**src/rtl/au_serial_pkg.sv**
```systemverilog
// Shared encodings and helpers for the digit-serial add/subtract unit.
// Used by au_serial and au_digit.
package au_pkg;

   localparam logic AU_ADD = 1'b0;
   localparam logic AU_SUB = 1'b1;

   typedef enum logic [1:0] {
      IDLE = 2'd0,
      RUN  = 2'd1,
      DONE = 2'd2
   } au_state_t;

   function automatic int au_cnt_w(input int d);
      return (d <= 2) ? 1 : $clog2(d);
   endfunction

endpackage

```
**src/rtl/au_serial_digit.sv**
```systemverilog
// Combinational DIGIT-bit ripple adder slice; zero latency, no handshake.
// Also exposes the carry into its MSB so the caller can form signed overflow.
module au_digit
   import au_pkg::*;
#(
   parameter int DIGIT = 4
) (
   input  logic [DIGIT-1:0] a,
   input  logic [DIGIT-1:0] b,
   input  logic             cin,
   output logic [DIGIT-1:0] sum,
   output logic             cout,
   output logic             c_msb_in
);

   logic [DIGIT:0] w_carry;

   always_comb begin
      w_carry    = '0;
      sum        = '0;
      w_carry[0] = cin;
      for (int i = 0; i < DIGIT; i++) begin
         sum[i]       = a[i] ^ b[i] ^ w_carry[i];
         w_carry[i+1] = (a[i] & b[i]) | (a[i] & w_carry[i]) | (b[i] & w_carry[i]);
      end
   end

   assign cout     = w_carry[DIGIT];
   assign c_msb_in = w_carry[DIGIT-1];

endmodule

```
**src/rtl/au_serial.sv**
```systemverilog
// Digit-serial A+B / A-B with registered result and flags; D=WIDTH/DIGIT cycles from accept to out_valid.
// in_ready only in IDLE; DONE holds until out_ready. AU_SERIAL_SAT_EN enables saturating results.
module au_serial
   import au_pkg::*;
#(
   parameter int WIDTH = 16,
   parameter int DIGIT = 4
) (
   input  logic             clk,
   input  logic             rst_n,
   input  logic             in_valid,
   output logic             in_ready,
   input  logic [WIDTH-1:0] a,
   input  logic [WIDTH-1:0] b,
   input  logic             sel,
   output logic             out_valid,
   input  logic             out_ready,
   output logic [WIDTH-1:0] f,
   output logic             c,
   output logic             v,
   output logic             z,
   output logic             n
);

   localparam int D  = WIDTH / ((DIGIT < 1) ? 1 : DIGIT);
   localparam int CW = au_cnt_w(D);
   localparam logic [CW-1:0] LAST = CW'(D - 1);

   if ((DIGIT < 1) || (WIDTH < 2) || ((WIDTH % ((DIGIT < 1) ? 1 : DIGIT)) != 0)) begin : g_bad_cfg
      $error("au_serial: WIDTH must be >=2 and a multiple of DIGIT, DIGIT must be >=1");
   end

   au_state_t              r_state;
   au_state_t              w_next;
   logic [WIDTH-1:0]       r_sa;
   logic [WIDTH-1:0]       r_sb;
   logic [WIDTH-1:0]       r_res;
   logic [WIDTH-1:0]       r_f;
   logic                   r_carry;
   logic                   r_c;
   logic                   r_v;
   logic                   r_z;
   logic                   r_n;
   logic [CW-1:0]          r_cnt;
   logic [DIGIT-1:0]       w_sum;
   logic                   w_cout;
   logic                   w_cmsb;
   logic [WIDTH+DIGIT-1:0] w_res_ext;
   logic [WIDTH-1:0]       w_res_nxt;
   logic [WIDTH-1:0]       w_f_fin;
   logic                   w_accept;
   logic                   w_last;

   assign w_accept = (r_state == IDLE) && in_valid;
   assign w_last   = (r_state == RUN) && (r_cnt == LAST);

   au_digit #(.DIGIT(DIGIT)) u_digit (
      .a        (r_sa[DIGIT-1:0]),
      .b        (r_sb[DIGIT-1:0]),
      .cin      (r_carry),
      .sum      (w_sum),
      .cout     (w_cout),
      .c_msb_in (w_cmsb)
   );

   // Each new slice enters at the top, so after D slices the LSB slice sits at bit 0.
   assign w_res_ext = {w_sum, r_res};
   assign w_res_nxt = w_res_ext[WIDTH+DIGIT-1:DIGIT];

`ifdef AU_SERIAL_SAT_EN
   logic r_sign;

   // Overflow is only possible when the true result keeps A's sign.
   always_ff @(posedge clk or negedge rst_n) begin
      if (!rst_n)        r_sign <= 1'b0;
      else if (w_accept) r_sign <= a[WIDTH-1];
   end

   always_comb begin
      w_f_fin = w_res_nxt;
      if (w_cout ^ w_cmsb)
         w_f_fin = r_sign ? {1'b1, {(WIDTH-1){1'b0}}} : {1'b0, {(WIDTH-1){1'b1}}};
   end
`else
   assign w_f_fin = w_res_nxt;
`endif

   always_ff @(posedge clk or negedge rst_n) begin
      if (!rst_n) r_state <= IDLE;
      else        r_state <= w_next;
   end

   always_comb begin
      w_next = r_state;
      case (r_state)
         IDLE:    if (in_valid)  w_next = RUN;
         RUN:     if (w_last)    w_next = DONE;
         DONE:    if (out_ready) w_next = IDLE;
         default: w_next = IDLE;
      endcase
   end

   always_comb begin
      in_ready  = (r_state == IDLE);
      out_valid = (r_state == DONE);
   end

   always_ff @(posedge clk or negedge rst_n) begin
      if (!rst_n) begin
         r_sa    <= '0;
         r_sb    <= '0;
         r_res   <= '0;
         r_carry <= 1'b0;
         r_cnt   <= '0;
         r_f     <= '0;
         r_c     <= 1'b0;
         r_v     <= 1'b0;
         r_z     <= 1'b0;
         r_n     <= 1'b0;
      end else if (w_accept) begin
         r_sa    <= a;
         r_sb    <= (sel == AU_SUB) ? ~b : b;
         r_carry <= (sel == AU_SUB);
         r_cnt   <= '0;
         r_res   <= '0;
      end else if (r_state == RUN) begin
         r_sa    <= r_sa >> DIGIT;
         r_sb    <= r_sb >> DIGIT;
         r_res   <= w_res_nxt;
         r_carry <= w_cout;
         r_cnt   <= r_cnt + CW'(1);
         if (w_last) begin
            r_f <= w_f_fin;
            r_c <= w_cout;
            r_v <= w_cout ^ w_cmsb;
            r_z <= (w_f_fin == '0);
            r_n <= w_f_fin[WIDTH-1];
         end
      end
   end

   assign f = r_f;
   assign c = r_c;
   assign v = r_v;
   assign z = r_z;
   assign n = r_n;

endmodule
```
**config.mk**
```make
export PLATFORM = sky130hd
export DESIGN_NAME = au_serial
export DESIGN_NICKNAME = d
export VERILOG_FILES = /design/src/rtl/au_serial_pkg.sv /design/src/rtl/au_serial_digit.sv /design/src/rtl/au_serial.sv
export SDC_FILE = /design/constraint.sdc
export NUM_CORES = 1
export LEC_CHECK = 0
export ABC_AREA = 1
export BUFFER_PORTS_ARGS = -buffer_cell sky130_fd_sc_hd__buf_2
export CORE_MARGIN = 2
export CORE_UTILIZATION = 57
export DETAILED_ROUTE_END_ITERATION = 8
export PLACE_DENSITY_LB_ADDON = 0.1
export SYNTH_ARGS = -nofsm -noshare
export SYNTH_HDL_FRONTEND = slang
export SYNTH_SLANG_ARGS = --single-unit
```
**constraint.sdc**
```tcl
create_clock -name clk -period 6.8 [get_ports clk]
set_input_delay 0.34 -clock clk [delete_from_list [all_inputs] [get_ports clk]]
set_output_delay 0.34 -clock clk [all_outputs]
set_load 0.05 [all_outputs]
```
# After elaboration in Yosys (flattened, before gate mapping)
# Cells that the tools add are included.
totals:
  register_bits: 73
  in_bits: 37
  wordCells: 71
op_classes:
  n_addsub: 1
  eq_ne: 6
  n_mux: 15
  bitwise_logic: 31
  n_reduce_logical: 7
op_table:
  columns: ["op", "n"]
  rows:
  - ["16-bit 2-to-1 mux", 7]
  - ["16-bit zero test", 1]
  - ["16-bit inverter", 1]
  - ["1-bit bitwise AND", 12]
  - ["2-bit 2-to-1 mux", 5]
  - ["1-bit XOR", 9]
  - ["1-bit OR", 8]
  - ["2-bit one-hot mux with 3 select lines", 1]
  - ["3-bit AND reduction", 2]
  - ["2-bit equality test, second input constant", 2]
  - ["2-bit != test, second input constant", 2]
  - ["2-bit by 1-bit adder with 2-bit output, second input constant", 1]
  - ["2-bit by 1-bit equality test with 1-bit output, second input constant", 1]
  - ["1-bit logical AND", 2]
  - ["2-bit zero test", 1]
  - ["1-bit 2-to-1 mux", 2]
  - ["2-bit by 1-bit != test with 1-bit output, second input constant", 1]
  - ["2-bit nonzero test", 1]
  - ["1-bit inverter", 1]

# Longest topological paths before layout
# Gate-level depths: netlist of run 1.
depth:
  depth_word: 14
  mapped_depth: 11
  depth_no_buf: 11

# Cells and area by module
# Synthesis of run 1 repeated with hierarchy kept, for this count alone.
unflattened:
  cells_unflattened: 333
  area_unflattened_um2: 3035.4
by_module_without_submodules:
  columns: ["module", "n_inst", "cells_each", "area_each_um2"]
  rows:
  - ["au_serial", 1, 319, 2917.8]
  - ["au_digit", 1, 14, 117.6]

# Least setup slack after synthesis of run 1
# No wires, ideal clock.
synth_path:
  kind: "flip-flop to flip-flop"
  start: "reg r_sa[0]"
  end: "reg r_z (netlist: z)"
  arrival_ns: 2.345
  required_ns: 6.682
  slack_ns: 4.337
  stages_incl_launch_ff: 12
  path_buffers: 0
  period_less_slack_ns: 2.463
  cell_sequence: "dfrtp_1 -> fa_1 -> fa_1 -> fa_1 -> inv_1 -> fa_1 -> inv_1 -> nor2_1 -> nand2_1 -> nor2_1 -> nand3_1 -> nand2_1"
synth_via:
  elab_chain_len: 11
  elab_cells_between_ends: 18
  classes_between: "bitwise (17); reduce/logical (1)"
synth_lines:
  columns: ["element", "line_no", "text"]
  rows:
  - ["start: declaration", "au_serial.sv:35", "logic [WIDTH-1:0] r_sa;"]
  - ["start signal: assignment", "au_serial.sv:127", "r_sa <= r_sa >> DIGIT;"]
  - ["1-bit bitwise AND", "au_serial_digit.sv:24", "w_carry[i+1] = (a[i] & b[i]) | (a[i] & w_carry[i]) | (b[i] & w_carry[i]);"]
  - ["1-bit OR (2 in series)", "au_serial_digit.sv:24", null]
  - ["1-bit bitwise AND", "au_serial_digit.sv:24", null]
  - ["1-bit OR (2 in series)", "au_serial_digit.sv:24", null]
  - ["1-bit bitwise AND", "au_serial_digit.sv:24", null]
  - ["1-bit OR (2 in series)", "au_serial_digit.sv:24", null]
  - ["1-bit XOR", "au_serial_digit.sv:23", "sum[i] = a[i] ^ b[i] ^ w_carry[i];"]
  - ["16-bit zero test *", "au_serial.sv:136", "r_z <= (w_f_fin == '0);"]
  - ["end signal: assignment", "au_serial.sv:136", null]
  - ["end: declaration", "au_serial.sv:42", "logic r_z;"]
# Every way passes the cells marked *; elsewhere a longest branch is shown, timed or not.
# A chain may end at the register's enable or synchronous reset.

# Worst setup path in the final report of run 1
# Ends and elaborated chain as after synthesis.

==> results of run 1 <==
## critical path, stage by stage (launching register included)
cell and delay, ns:
dfrtp_1 0.40, fa_1 0.45, fa_1 0.39, fa_1 0.41, inv_1 0.08, fa_1 0.43, inv_1 0.07, nor2_1 0.04
nand2_1 0.05, nor2_1 0.04, nand3_1 0.06, nand2_1 0.05
## through the flow
stage	instance area (um2)	instances	setup slack (ns)
6_report	3440	450	4.22
5_1_grt	3440	450	4.07
4_1_cts	3440	450	4.21
3_5_place_dp	3270	435	4.22
3_3_place_gp	3270	435	4.29
2_1_floorplan	3000	323	4.34
## Yosys cell counts
library cell,number,area [um2]
o21ai_1,10,50.1
nand2_2,2,12.5
buf_6,4,45.0
nand3_1,21,105
dfrtp_1,68,1700
nand2_1,104,390
inv_2,3,11.3
xor2_1,13,114
buf_4,3,22.5
o22ai_1,12,75.1
o31ai_1,1,7.51
nor2_2,1,6.26
buf_2,8,40.0
inv_1,25,93.8
o21ai_2,1,8.76
ha_1,1,12.5
o211ai_1,5,37.5
clkbuf_1,3,11.3
a22o_1,1,8.76
fa_1,4,80.1
nor2_1,11,41.3
xnor2_1,4,35.0
o21ai_0,18,90.1
## report_power, final
group | total, uW | leakage (uW) | internal, uW | switching, uW
sequential | 656 | 0.000887 | 565 | 91.4
combinational | 742 | 0.000783 | 216 | 526
clock | 285 | 0.0000893 | 149 | 136
total | 1680 | 0.00176 | 930 | 753
## registers in the layout, summed over array words and instances (netlist names)
name	flops
f	16
r_res	12
v	1
r_state	2
r_carry	1
c	1
r_sa	16
z	1
r_cnt	2
r_sb	16
## kinds of logic after synthesis
logic type | share of synthesized area
simple gates | 0.185
flops | 0.567
compound gates | 0.0926
buf+inv | 0.0746
xor+xnor | 0.0496
fa+ha+maj | 0.0309
## cell type report
type / count / area (um2) / share of cell area
flip-flops and latches: 68 / 1700 / 0.494
well taps: 70 / 87.6 / 0.0254
clock inverters: 2 / 10.0 / 0.00291
multi-input cells: 209 / 1070 / 0.312
clock buffers: 13 / 159 / 0.0461
inverters: 28 / 105 / 0.0305
repair buffers: 60 / 305 / 0.0887
## layer usage
metal | track usage | vias up | wire length, um
li1 | - | 1134 | -
met4 | 0.104 | 0 | 87
met5 | 0 | - | 0
met3 | 0.0367 | 7 | 270
met2 | 0.325 | 60 | 2710
met1 | 0.320 | 1060 | 2790
## worst paths after layout
| path | from | to | slack, ns |
|---|---|---|---|
| worst max-delay path | r_sa[0] | z | 4.22 |
| worst min-delay path | rst_n | f[7] | 0.19 |
| worst max register to register | r_sa[0] | z | 4.22 |
| worst min register to register | f[0] | f[0] | 0.48 |
| max in group asynchronous | rst_n | r_sa[3] | 6.07 |
| min in group clk | out_ready | r_state[1] | 0.20 |
==> flow_summary_export.csv, run 1 <==
group,metric,value,unit
sta,worst_pin_slew,0.825,ns
cts,post-cts-setup-buffers,0,
global_routing,grt_pass1_wl,10000,um
layout,final_core_util,0.674,
power,power_density,489,mW/mm2
cts,cts_sinks,68,
route,firstDrtPassIters,4,
logic_synthesis,netlist_instances,323,
sta,fin_worst_skew,0.00671,ns
die,core-area,0.00511,mm2
power,p_total,1680,uW
sta,hold_ws,0.193,ns
critical_path,start_kind,"register",
critical_path,cp.required,7.02,ns
route,via_count,2261,
sta,fin_crit,2.58,ns
global_routing,grt_max_degree,69,
sta,min_period_over_period,0.379,
layout,fillerInstances,447,
sta,hold_viol_final,0,
status,status,"finished clean",
cts,post_cts_resized,0,
sta,rsz0062_at_grt,"no",
run,drv_cap,0,
route,routedWlPerCell,13.0,um
critical_path,worstPathArrival,2.79,ns
die,num_rows,26,
route,routed_wl,5860,um
sta,fmax,0.388,GHz
sta,setup_viol,0,
die,die_h,76.6,um
die,start_util,0.587,
sta,maxSlewHeadroom,0.450,
placed_design,gp_congestion,0.777,
route,drc_errors,0,
cts,cts_hold_buffers,0,
logic_synthesis,syn_area,0.00300,mm2
cts,cts.clk_slew.worst_paths,0.06,ns
cts,clkLatencyLatePin,0.33,ns
cts,cts_tree,"yes",
placed_design,dp_hpwl,4000,um
route,ant_nets,0,
route,drt_iter0_drc,208,
placed_design,portBuffers,58,
global_routing,grt.total_usage,0.220,
critical_path,end_kind,"register",
sta,tns,0,ns
logic_synthesis,synth_cell_type_count,23,
global_routing,grt-ovfl-total,0,
logic_synthesis,synth_fp_nets,365,
critical_path,cp_max_fo,3,
critical_path,worstRegToRegCells,11,
cts,cts_root_buf,"clkbuf_8",
die,dieWidth,76.6,um
min_path,hp-class,"primary input to asynchronous set/reset pin",
logic_synthesis,ys_seq_area_frac,0.567,
global_routing,grt_pass1_vias,2146,
layout,final_common_cell,"nand2_1",
power,ir_drop,0.284,mV
layout,areaGrowthSynthToFinish,14.8,%
die,pin_count,59,
route,vias_per_cell,5.02,
layout,num_antenna_cells,0,
die,dieArea,0.00586,mm2
global_routing,antenna_found_initial,0,
cts,cts-buffers-inserted,9,
cts,clockBufferDepth,2,
cts,htree_levels,3,
logic_synthesis,avgSynthCellArea,9.29,um2
layout,final_cell_mix,"nand2_1, dfrtp_1, buf_2",
layout,drive_gt1_frac,0.211,
layout,final_nets,418,
logic_synthesis,yosys_register_bits,68,
sta,drv_slew,0,
logic_synthesis,yosysWarnings,0,
power,power.leakage,0.00176,uW
critical_path,path_class,"register to register",
(Power assumes the default switching activity.)
==> run 2, diff against run 1 <==
--- a/config.mk
+++ b/config.mk
@@ -5,10 +5,10 @@
 export SDC_FILE = /design/constraint.sdc
 export NUM_CORES = 1
 export LEC_CHECK = 0
-export ABC_AREA = 1
+export ABC_AREA = 0
 export BUFFER_PORTS_ARGS = -buffer_cell sky130_fd_sc_hd__buf_2
 export CORE_MARGIN = 2
-export CORE_UTILIZATION = 57
+export CORE_UTILIZATION = 49
 export DETAILED_ROUTE_END_ITERATION = 8
 export PLACE_DENSITY_LB_ADDON = 0.1
 export SYNTH_ARGS = -nofsm -noshare
==> constraint.sdc (replaced) <==
create_clock -name clk -period 2.3 [get_ports clk]
set_input_delay 0.115 -clock clk [delete_from_list [all_inputs] [get_ports clk]]
set_output_delay 0.115 -clock clk [all_outputs]
set_load 0.05 [all_outputs]
==> flow_summary_export.csv, run 2 <==
group,metric,value,unit
layout,num_antenna_cells,0,
power,swShare,0.422,
cts,cts_tree,"yes",
sta,maxSlewHeadroom,0.292,
sta,rsz0062_at_grt,"yes",
logic_synthesis,synth_fp_nets,316,
placed_design,dpl_worst_slack,-0.118,ns
global_routing,grt-ovfl-total,0,
sta,min_period_over_period,1.05,
route,ant_nets,0,
logic_synthesis,muxShareOfSynthArea,0.0558,
route,via_count,2214,
die,die_h,82.6,um
cts,cts_sinks,68,
route,drt_iter0_drc,148,
critical_path,cp_max_fo,2,
route,drc_errors,0,
logic_synthesis,synth_top_family_by_area,"simple AND/OR/NAND/NOR gates",
critical_path,path_cells,"fa_2 -> fa_2 -> fa_2 -> inv_2 -> fa_1 -> nor4b_1 -> nand4_1 -> o21ai_0",
logic_synthesis,yosys.cell_count.top_type,"dfrtp_1",
cts,cts.clk_slew.worst_paths,0.07,ns
logic_synthesis,netlist_instances,274,
layout,final_nets,389,
logic_synthesis,syn_area,0.00303,mm2
critical_path,crit_buf_inv,1,
die,dieWidth,82.6,um
global_routing,antenna_found_initial,0,
sta,fmax,0.413,GHz
logic_synthesis,yosys.area_share.simple,0.155,
route,vias_per_cell,5.19,
logic_synthesis,yosys_register_bits,68,
cts,cts-buffers-inserted,9,
route,routedWlPerCell,14.0,um
logic_synthesis,ys_async_sr_fraction,1.00,
layout,areaGrowthSynthToFinish,22.6,%
global_routing,grt_pass1_wl,10100,um
placed_design,dp_hpwl,4020,um
sta,fin_worst_skew,0.00658,ns
sta,worst_pin_slew,1.06,ns
critical_path,max_stage_delay,0.41,ns
logic_synthesis,synth_area_leaders,"dfrtp_1, nand2_1, mux2_2, xnor2_1, a221o_1",
critical_path,crit_family,"adder cells",
die,start_util,0.509,
min_path,hp-class,"primary input to register",
global_routing,grt_most_used_layer,"met2",
placed_design,gp_congestion,0.801,
global_routing,grt.met2_usage,0.323,
critical_path,rrSetupSlack,-0.12,ns
power,power.internal,3150,uW
global_routing,grt_max_degree,39,
critical_path,start_kind,"register",
route,firstDrtPassIters,4,
layout,final_common_cell,"dfrtp_1",
critical_path,cp.required,2.51,ns
critical_path,worstPathArrival,2.63,ns
layout,fin_area,0.00371,mm2
critical_path,end_kind,"register",
sta,drv_slew,0,
placed_design,place_area,0.00337,mm2
global_routing,grt.total_usage,0.199,
logic_synthesis,avgSynthCellArea,11.1,um2
cts,cts_root_buf,"clkbuf_8",
logic_synthesis,yosys.area.top_type_share,0.562,
global_routing,met3_usage,0.0533,
power,combPwrFrac,0.446,
power,pwr-share-clk,0.180,
cts,htree_levels,3,
placed_design,portBuffers,58,
logic_synthesis,yosysWarnings,0,
power,switchingPower,2300,uW
cts,clockBufferDepth,2,
logic_synthesis,yosysTopAreaCell,"dfrtp_1",
critical_path,path_class,"register to register",
global_routing,grt_pass1_vias,2157,
logic_synthesis,synthAdderAreaFrac,0.0306,
sta,setup_viol,2,
die,dieArea,0.00683,mm2
sta,tns,-0.131,ns
logic_synthesis,synth_xor_area_frac,0.0492,
die,core-area,0.00596,mm2
layout,final_cell_mix,"dfrtp_1, nand2_1, buf_2",
die,num_rows,28,
route,routed_wl,5990,um
sta,worst_slack,-0.119,ns
logic_synthesis,ys_seq_area_frac,0.562,
cts,clkLatencyLatePin,0.33,ns
power,power.leakage,0.00186,uW
logic_synthesis,ys.flop_type,"dfrtp_1",
power,ir_drop,0.847,mV
critical_path,crit_top_cell,"fa_2",
logic_synthesis,synth_edf_count,0,
run,drv_cap,0,
logic_synthesis,synth-compound-area-share,0.100,
global_routing,grt_use_met1,0.259,
status,violations,"setup timing",
power,pwr-share-seq,0.374,
layout,drive_gt1_frac,0.315,
logic_synthesis,synth.top_cells.by_count,"dfrtp_1, nand2_1, nand3_1, xnor2_1, mux2_2",
critical_path,cpMaxStageDelayCell,"fa_1",
sta,fin_crit,2.42,ns
logic_synthesis,synth_cell_type_count,27,
power,power_density,1470,mW/mm2
sta,hold_viol_final,0,
status,status,"finished, violations left",
die,pin_count,59,
==> run 2: through the flow <==
| stage | hold slack [ns] | power [uW] | utilization | std cells |
|---|---|---|---|---|
| after floorplan | -0.181 | 3880 | - | 274 |
| after global placement | 0.0792 | 4420 | 0.566 | 397 |
| after detailed placement | 0.0837 | 4470 | 0.566 | 397 |
| after CTS | 0.00235 | 5490 | 0.621 | 426 |
| after global routing | 0.0153 | 5880 | 0.624 | 427 |
| final | 0.0125 | 5460 | 0.624 | 427 |
==> run 2: cell type report <==
cell class	count	area, um2
clock inverters	4	47.5
clock buffers	12	155
repair buffers	82	503
fillers	527	2240
multi-input cells	182	1200
inverters	4	15.0
well taps	75	93.8
flip-flops and latches	68	1700
==> run 2: per-layer routing <==
metal | up-vias | routed length [um] | share of wire
met3 | 8 | 338 | 0.056
met2 | 70 | 2900 | 0.48
met4 | 0 | 80 | 0.013
li1 | 1086 | - | -
met1 | 1050 | 2670 | 0.45
met5 | - | 0 | 0
==> run 2: repair_timing <==
item,CTS,global route
pin swaps,2,0
endpoints found under the setup margin,3,4
hold endpoints to repair,29,1
hold buffers,12,1
buffers inserted,1,0
cloned,0,0
resized for setup,3,1
==> run 2: kinds of logic after synthesis <==
| kind of cell | count (synthesis) |
|---|---|
| XOR/XNOR | 17 |
| multiplexers | 15 |
| flip-flops | 68 |
| AO/OA/AOI/OAI | 38 |
| buffers and inverters | 24 |
| AND/OR/NAND/NOR | 107 |
| adder cells (fa/ha/maj) | 5 |
==> run 2: worst paths after layout <==
check / startpoint / endpoint / cells after the start
max: r_sa[0] / z / 8
min: a[7] / r_sa[7] / 3
max reg2reg: r_sa[0] / z / 8
min reg2reg: r_sa[3] / r_sa[3] / 2
max in group asynchronous: rst_n / r_sa[7] / 3
min in group asynchronous: rst_n / f[7] / 2
==> run 2: worst min-delay path, cell delays in order <==
cell,delay (ns)
buf_2,0.08
a22oi_1,0.06
nand2_1,0.05
==> run 2: power groups by stage <==
stage	combinational [uW]	sequential, uW	clock, uW
after floorplan	1460	2430	0
after global placement	2370	2050	0
after detailed placement	2400	2070	0
after CTS	2440	2040	1010
after global routing	2700	2120	1060
final	2430	2040	980
